## config.mk

```make
export PLATFORM = sky130hd
export DESIGN_NAME = acq_sequencer
export DESIGN_NICKNAME = d
export VERILOG_FILES = /design/src/rtl/acq_sequencer.sv
export SDC_FILE = /design/constraint.sdc
export NUM_CORES = 1
export LEC_CHECK = 0
export CORE_UTILIZATION = 25
export CTS_CLUSTER_SIZE = 8
export DETAILED_ROUTE_END_ITERATION = 8
export PLACE_DENSITY_LB_ADDON = 0.15
export REMOVE_ABC_BUFFERS = 1
export SYNTH_ARGS = -nofsm -noshare
export SYNTH_HDL_FRONTEND = slang
export SYNTH_SLANG_ARGS = --single-unit
```

## constraint.sdc

```tcl
create_clock -name clk -period 5.5 [get_ports clk]
set_input_delay 1.1 -clock clk [delete_from_list [all_inputs] [get_ports clk]]
set_output_delay 1.1 -clock clk [all_outputs]
set_load 0.03 [all_outputs]
```

## src/rtl/acq_sequencer.sv

```systemverilog
// Pulse-ox acquisition sequencer: buffer reset, AFE diagnostic with retries, streaming.
// Optional SEQ_AUTO_RESTART_EN: a stream-watchdog expiry restarts through BUF_RST instead of faulting.
module acq_sequencer #(
  parameter int DIAG_RETRIES = 3,
  parameter int DIAG_TIMEOUT = 64,
  parameter int STRM_TIMEOUT = 1048575,
  parameter int CNT_W        = 16
) (
  input  logic             clk,
  input  logic             reset_n,
  input  logic             in_start,
  input  logic             in_abort,
  input  logic [1:0]       in_diag_er,
  input  logic             in_new_samples,
  input  logic             in_strm_dn,
  output logic [1:0]       out_data_control,
  output logic             out_buf_reset_n,
  output logic [2:0]       out_state,
  output logic             out_busy,
  output logic             out_fault,
  output logic [1:0]       out_fault_code,
  output logic [CNT_W-1:0] out_frame_cnt,
  output logic             out_restart
);

  localparam int TW = $clog2(DIAG_TIMEOUT + 1);
  localparam int RW = $clog2(DIAG_RETRIES + 1);
  localparam int WW = $clog2(STRM_TIMEOUT + 1);
  localparam logic [TW-1:0] TMO_LAST = TW'(DIAG_TIMEOUT - 1);
  localparam logic [RW-1:0] RTY_LAST = RW'(DIAG_RETRIES - 1);
  localparam logic [WW-1:0] WD_LAST  = WW'(STRM_TIMEOUT - 1);

  typedef enum logic [2:0] {
    S_IDLE     = 3'd0,
    S_BUF_RST  = 3'd1,
    S_DIAG     = 3'd2,
    S_DIAG_CLR = 3'd3,
    S_STREAM   = 3'd4,
    S_FAULT    = 3'd5
  } state_t;

  state_t          state, state_n;
  logic            rst_cnt, rst_cnt_n;
  logic [TW-1:0]   tmo, tmo_n;
  logic [RW-1:0]   retry, retry_n;
  logic [WW-1:0]   wd, wd_n;
  logic [CNT_W-1:0] cnt_n;
  logic            samples_q;
  logic            fault_n, restart_n, keep_code;
  logic [1:0]      code_n, cause;
  logic [1:0]      dc_n;
  logic            busy_n, brn_n;
  logic            rise;

  assign rise      = in_new_samples & ~samples_q;
  assign out_state = state;

  always_comb begin
    state_n   = state;
    rst_cnt_n = rst_cnt;
    tmo_n     = tmo;
    retry_n   = retry;
    wd_n      = wd;
    cnt_n     = out_frame_cnt;
    fault_n   = out_fault;
    code_n    = out_fault_code;
    restart_n = 1'b0;
    keep_code = 1'b0;
    cause     = 2'b00;
    if (in_abort) begin
      state_n = S_IDLE;
      fault_n = 1'b0;
      code_n  = 2'b00;
    end else begin
      case (state)
        S_IDLE: if (in_start) state_n = S_BUF_RST;
        S_BUF_RST: begin
          if (rst_cnt) state_n = S_DIAG;
          else         rst_cnt_n = 1'b1;
        end
        S_DIAG: begin
          tmo_n = tmo + 1'b1;
          if (in_diag_er == 2'b10) begin
            state_n = S_STREAM;
          end else if (in_diag_er[0]) begin
            if (retry < RTY_LAST) begin
              state_n = S_DIAG_CLR;
              retry_n = retry + 1'b1;
            end else begin
              state_n = S_FAULT;
              cause   = 2'b01;
            end
          end else if (tmo == TMO_LAST) begin
            state_n = S_FAULT;
            cause   = 2'b10;
          end
        end
        S_DIAG_CLR: state_n = S_DIAG;
        S_STREAM: begin
          if (rise && !(&out_frame_cnt))
            cnt_n = out_frame_cnt + 1'b1;
          if (in_strm_dn) begin
            wd_n = '0;
          end else if (wd == WD_LAST) begin
`ifdef SEQ_AUTO_RESTART_EN
            state_n   = S_BUF_RST;
            restart_n = 1'b1;
            code_n    = 2'b11;
            keep_code = 1'b1;
`else
            state_n = S_FAULT;
            cause   = 2'b11;
`endif
          end else begin
            wd_n = wd + 1'b1;
          end
        end
        S_FAULT: if (in_start) state_n = S_BUF_RST;
        default: state_n = S_IDLE;
      endcase
      // entry actions, applied on the edge that enters a state
      if (state_n != state) begin
        case (state_n)
          S_BUF_RST: begin
            rst_cnt_n = 1'b0;
            retry_n   = '0;
            cnt_n     = '0;
            fault_n   = 1'b0;
            if (!keep_code) code_n = 2'b00;
          end
          S_DIAG:   tmo_n = '0;
          S_STREAM: wd_n  = '0;
          S_FAULT: begin
            fault_n = 1'b1;
            if (out_fault_code == 2'b00) code_n = cause;
          end
          default: ;
        endcase
      end
    end
  end

  always_comb begin
    dc_n   = 2'b00;
    busy_n = 1'b0;
    brn_n  = 1'b1;
    unique case (1'b1)
      (state_n == S_BUF_RST): begin
        brn_n  = 1'b0;
        busy_n = 1'b1;
      end
      (state_n == S_DIAG): begin
        dc_n   = 2'b01;
        busy_n = 1'b1;
      end
      (state_n == S_DIAG_CLR): busy_n = 1'b1;
      (state_n == S_STREAM): begin
        dc_n   = 2'b10;
        busy_n = 1'b1;
      end
      default: ;
    endcase
  end

  always_ff @(posedge clk or negedge reset_n) begin
    if (!reset_n) begin
      state            <= S_IDLE;
      rst_cnt          <= 1'b0;
      tmo              <= '0;
      retry            <= '0;
      wd               <= '0;
      samples_q        <= 1'b0;
      out_frame_cnt    <= '0;
      out_fault        <= 1'b0;
      out_fault_code   <= 2'b00;
      out_restart      <= 1'b0;
      out_data_control <= 2'b00;
      out_buf_reset_n  <= 1'b1;
      out_busy         <= 1'b0;
    end else begin
      state            <= state_n;
      rst_cnt          <= rst_cnt_n;
      tmo              <= tmo_n;
      retry            <= retry_n;
      wd               <= wd_n;
      samples_q        <= in_new_samples;
      out_frame_cnt    <= cnt_n;
      out_fault        <= fault_n;
      out_fault_code   <= code_n;
      out_restart      <= restart_n;
      out_data_control <= dc_n;
      out_buf_reset_n  <= brn_n;
      out_busy         <= busy_n;
    end
  end

endmodule

```

# Yosys cells after proc, flatten, opt, wreduce, memory -nomap -nowiden
# Index checks and enable logic that the tools add are counted.
# classes
n_addsub	4
n_lt_le_gt_ge	1
eq_ne	18
muxes	49
bitwise_logic	2
reduce_logical	11
# ops
op	count
20-bit 2-to-1 mux	5
16-bit 2-to-1 mux	4
3-bit 2-to-1 mux	10
2-bit 2-to-1 mux	14
7-bit 2-to-1 mux	3
20-bit by 1-bit adder with 20-bit output (second input constant)	1
20-bit == test (second input constant)	1
16-bit by 1-bit adder with 16-bit output (second input constant)	1
16-bit AND reduction	1
3-bit by 2-bit == test with 1-bit output (second input constant)	5
3-bit == test (second input constant)	5
3-bit case mux with 5 select lines	1
2-bit case mux with 2 select lines	3
3-bit by 1-bit == test with 1-bit output (second input constant)	3
1-bit 2-to-1 mux	8
7-bit by 1-bit adder with 7-bit output (second input constant)	1
7-bit by 6-bit == test with 1-bit output (second input constant)	1
4-bit OR reduction	1
3-bit zero test	1
3-bit inequality test	1
3-bit inequality test (second input constant)	1
3-bit AND reduction	1
3-bit nonzero test	1
2-bit by 1-bit adder with 2-bit output (second input constant)	1
other kinds (11)	11
# totals
register_bits	57
in_bits	8
out_inout_bits	27

# Longest topological paths before layout
# logic_depth
depth_word	10
ltp_mapped	9
ltp_nobuf	8

# Worst setup path before layout
# OpenSTA, ideal clock, no wires.
# synth_path
kind	input to register
startpoint	input port in_diag_er[1]
endpoint	register out_frame_cnt[8]
t_arrival_ps	2496
t_required_ps	5381
setup_slack_ps	2885
cell_stages	7
n_path_buf	1
path_cell_list	nor2_1 > or4b_4 > o211a_2 > a21o_1 > nor4_4 > buf_6 > nor2_1
# synth_between
elab_chain_len	7
word_cells_on_any_way	8
# synth_lines
element	line	source
from (decl)	13	input logic [1:0] in_diag_er,
2-bit == test *	83	if (in_diag_er == 2'b10) begin
3-bit 2-to-1 mux *	83	
3-bit case mux with 5 select lines *	75	case (state)
3-bit 2-to-1 mux *	70	if (in_abort) begin
3-bit by 1-bit == test with 1-bit output	123	case (state_n)
16-bit 2-to-1 mux	123	
16-bit 2-to-1 mux *	122	if (state_n != state) begin
to (signal assigned)	187	out_frame_cnt <= cnt_n;
to (decl)	22	output logic [CNT_W-1:0] out_frame_cnt,
# Every way passes the cells marked *; elsewhere a longest branch is shown, timed or not. The select of a mux whose other input is x is not followed.
# A chain may end at the register's enable or synchronous reset.

# Final worst setup path
# layout_path
startpoint	input port in_diag_er[0]
endpoint	register wd[1]
# layout_between
elab_chain_len	7
word_cells_on_any_way	9
# layout_lines
element	line	source
2-bit == test or 3-bit 2-to-1 mux (tied branches)	83, 85	
3-bit 2-to-1 mux *	83	
3-bit case mux with 5 select lines *	75	
3-bit 2-to-1 mux *	70	
3-bit == test	123	
20-bit 2-to-1 mux	123	
20-bit 2-to-1 mux *	122	
to (signal assigned)	185	wd <= wd_n;
to (decl)	46	logic [WW-1:0] wd, wd_n;
# Marks and branches as above.

==> flow_summary.json <==
{
  "status": "complete, no violations",
  "fmax_mhz": 303.9,
  "critPathCaptureType": "flip-flop",
  "grt_pass1_vias": 2682,
  "rr_worst_depth": 6,
  "row_count": 40,
  "die-area_um2": 13250,
  "drive_above_1_share_pct": 7.653,
  "fin_ws_ns": 2.209,
  "period_share_pct": 59.83,
  "slew_viol_final": 0,
  "final.setup.tns_ns": 0,
  "ctsHoldBuffers": 0,
  "finalPower_mw": 1.402,
  "yosysSeqAreaShare_pct": 44.64,
  "core_area_um2": 12260,
  "grt_max_degree": 58,
  "ys_top_cells_by_area": "dfrtp_1 (44%), nor2_1 (5.4%), nand2_1 (3.8%), nand3_1 (3.0%), nand4_1 (2.7%)",
  "cpPeakStageDelay_ns": 0.85,
  "cts_inserted_buffers": 9,
  "clockBufferDepth": 2,
  "ios": 35,
  "cts_htree_levels": 3,
  "yosysMostFrequentCell": "dfrtp_1",
  "vias_per_cell": 4.805,
  "finalHoldViolCount": 0,
  "hp-class": "flip-flop to flip-flop",
  "critPathMostFrequentCell": "a21oi_1",
  "die_w_um": 115.1,
  "critPathLaunchType": "primary input",
  "postSynthAreaPerCell_um2": 9.085,
  "syn-cell-area_um2": 3198,
  "ir_worst_vdd_mv": 0.2176,
  "setup_viol": 0,
  "critical_path_arrival_ns": 3.54,
  "cpMaxStageDelayCell": "a21oi_1",
  "chipHeight_um": 115.1,
  "cp_max_fo": 11,
  "p_per_area_nw_per_um2": 350.9,
  "cts_tree": "done",
  "synthDistinctLibCells": 59,
  "synth_seq_cells": 57,
  "fillCellCount": 1269,
  "min_period_ns": 3.291,
  "synth_edf_count": 0,
  "antenna_found_initial": 0,
  "min-delay-start": "retry[0]$_DFFE_PN0N_",
  "crit_chain": "clkdlybuf4s50_1 > mux2i_1 > o31a_1 > o32ai_1 > a21oi_1 > a21oi_1 > o22ai_1",
  "slew_headroom_pct": 30.42,
  "firstDrtPassIters": 4,
  "cp.required_ns": 5.75,
  "dpl_cell_area_um2": 3695,
  "clk_latency_ns": 0.33,
  "ys_top_cells_by_count": "dfrtp_1 (56), nor2_1 (46), nand2_1 (32)",
  "n_antenna_cell": 0,
  "synthFlopType": "dfrtp_1",
  "wl_per_cell_um": 14.69,
  "stdcell_area_um2": 3995,
  "rsz0062_at_grt": "no",
  "wirelength_um": 8227,
  "via_count": 2691,
  "grt_pass1_wl_um": 13860,
  "initial_core_util_pct": 26.08,
  "area_growth_pct": 24.92,
  "cts_setup_buffers": 0,
  "drt_iter0_markers": 163,
  "ys_async_sr_fraction_pct": 100.0,
  "synth_top_area_share_pct": 43.82,
  "syn_inst": 352,
  "yosysWarningCount": 0,
  "hpwl_um": 5570,
  "timing.rr.start": "out_state[1]$_DFF_PN0_",
  "ant_nets": 0,
  "yosys.area.top_type": "dfrtp_1",
  "nNetsFinal": 400,
  "r2r_slack_ns": 2.48,
  "path_class": "primary input to flip-flop",
  "r2r_end": "wd[1]$_DFFE_PN0N_",
  "drc": 0,
  "io_buffers": 33,
  "cts_resized": 0,
  "place.gp.congestion": 0.7704,
  "clk_pin_slew_worst_paths_ns": 0.05,
  "finClkSkew_ns": 0.008818,
  "cts_root_buf": "clkbuf_16",
  "min_path_cells": 2,
  "maxCapViolCount": 0,
  "track_usage_pct": 13.61,
  "whs_endpoint": "retry[0]$_DFFE_PN0N_",
  "clock_sinks": 57,
  "p_leak_nw": 1.692,
  "worstMarginPinSlew_ns": 1.044,
  "gr-total-overflow": 0,
  "pre_cts_ws_ns": 1.818
}
worst max-delay path: cells and delay by family:
family	cells	cell delay [ns]
multiplexers	1	0.27
buffers and inverters	1	0.55
AO/OA/AOI/OAI	5	1.63
where the power goes:
| group | total (mW) | internal (mW) | leakage [nW] | switching [mW] |
|---|---|---|---|---|
| clock | 0.565 | 0.374 | 0.150 | 0.191 |
| sequential | 0.545 | 0.480 | 0.727 | 0.0642 |
| combinational | 0.292 | 0.114 | 0.815 | 0.178 |
| total | 1.40 | 0.968 | 1.69 | 0.434 |
cells in the final DEF (no fill, tap or decap), types with 5 or more instances in the layout:
cell type        count
dfrtp_1             56
nor2_1              46
nand2_1             32
clkdlybuf4s50_1     32
nand3_1             19
a21oi_1             16
o21ai_0             15
nand4_1             14
inv_1               12
or3_1               11
and3_1               9
xor2_1               9
xnor2_1              9
clkbuf_16            9
a21o_1               8
mux2i_1              7
and2_1               5
nor3_1               5
ha_1                 5
stage by stage:
step	std cells	utilization (%)	hold slack, ns
floorplan	341	-	0.4662
global placement	544	30.13	0.4977
detailed placement	544	30.13	0.4975
CTS	560	32.58	0.5094
global route	560	32.58	0.5317
finish	560	32.58	0.5035
layer usage:
| metal | share of wire, % | GRT usage [%] | routed length, um | vias to the layer above |
|---|---|---|---|---|
| li1 | - | - | - | 1342 |
| met1 | 52 | 18.76 | 4257 | 1293 |
| met2 | 44 | 20.28 | 3583 | 47 |
| met3 | 3.5 | 3.637 | 288 | 9 |
| met4 | 1.2 | 5.195 | 98 | 0 |
| met5 | 0 | 0 | 0 | - |
sequential cells by signal, indices dropped and copies added, names as in the netlist:
register          cells
tmo                   7
out_data_control      2
rst_cnt               1
out_state             3
retry                 2
out_busy              1
out_frame_cnt        16
out_fault_code        2
samples_q             1
out_fault             1
out_buf_reset_n       1
wd                   20
final cells by class:
cell class | count | area, um2 | area share (%)
Clock buffer | 13 | 260.3 | 6.514
Clock inverter | 3 | 40.04 | 1.002
Inverter | 12 | 45.04 | 1.127
Multi-Input combinational cell | 272 | 1672 | 41.84
Sequential cell | 57 | 1428 | 35.73
Tap cell | 168 | 210.2 | 5.262
Timing Repair Buffer | 35 | 340.3 | 8.519
logic make-up after synthesis:
logic type	Yosys count	synth area share, %
simple gates	166	27.03
compound gates	74	15.69
flops	57	44.64
buf+inv	23	3.091
xor+xnor	18	4.930
mux	8	2.543
fa+ha+maj	5	1.956
other cells	1	0.1173
worst max path at each step:
stage / start / to / cells after the start
6_report: in_diag_er[0] / wd[1]$_DFFE_PN0N_ / 7
5_1_grt: in_diag_er[0] / out_frame_cnt[2]$_DFFE_PN0N_ / 7
4_1_cts: in_diag_er[0] / out_frame_cnt[2]$_DFFE_PN0N_ / 7
2_1_floorplan: in_diag_er[1] / out_frame_cnt[2]$_DFFE_PN0N_ / 6
3_5_place_dp: in_diag_er[0] / out_frame_cnt[2]$_DFFE_PN0N_ / 7
3_3_place_gp: in_diag_er[0] / out_frame_cnt[2]$_DFFE_PN0N_ / 7
Power figures use the tool's default switching activity.
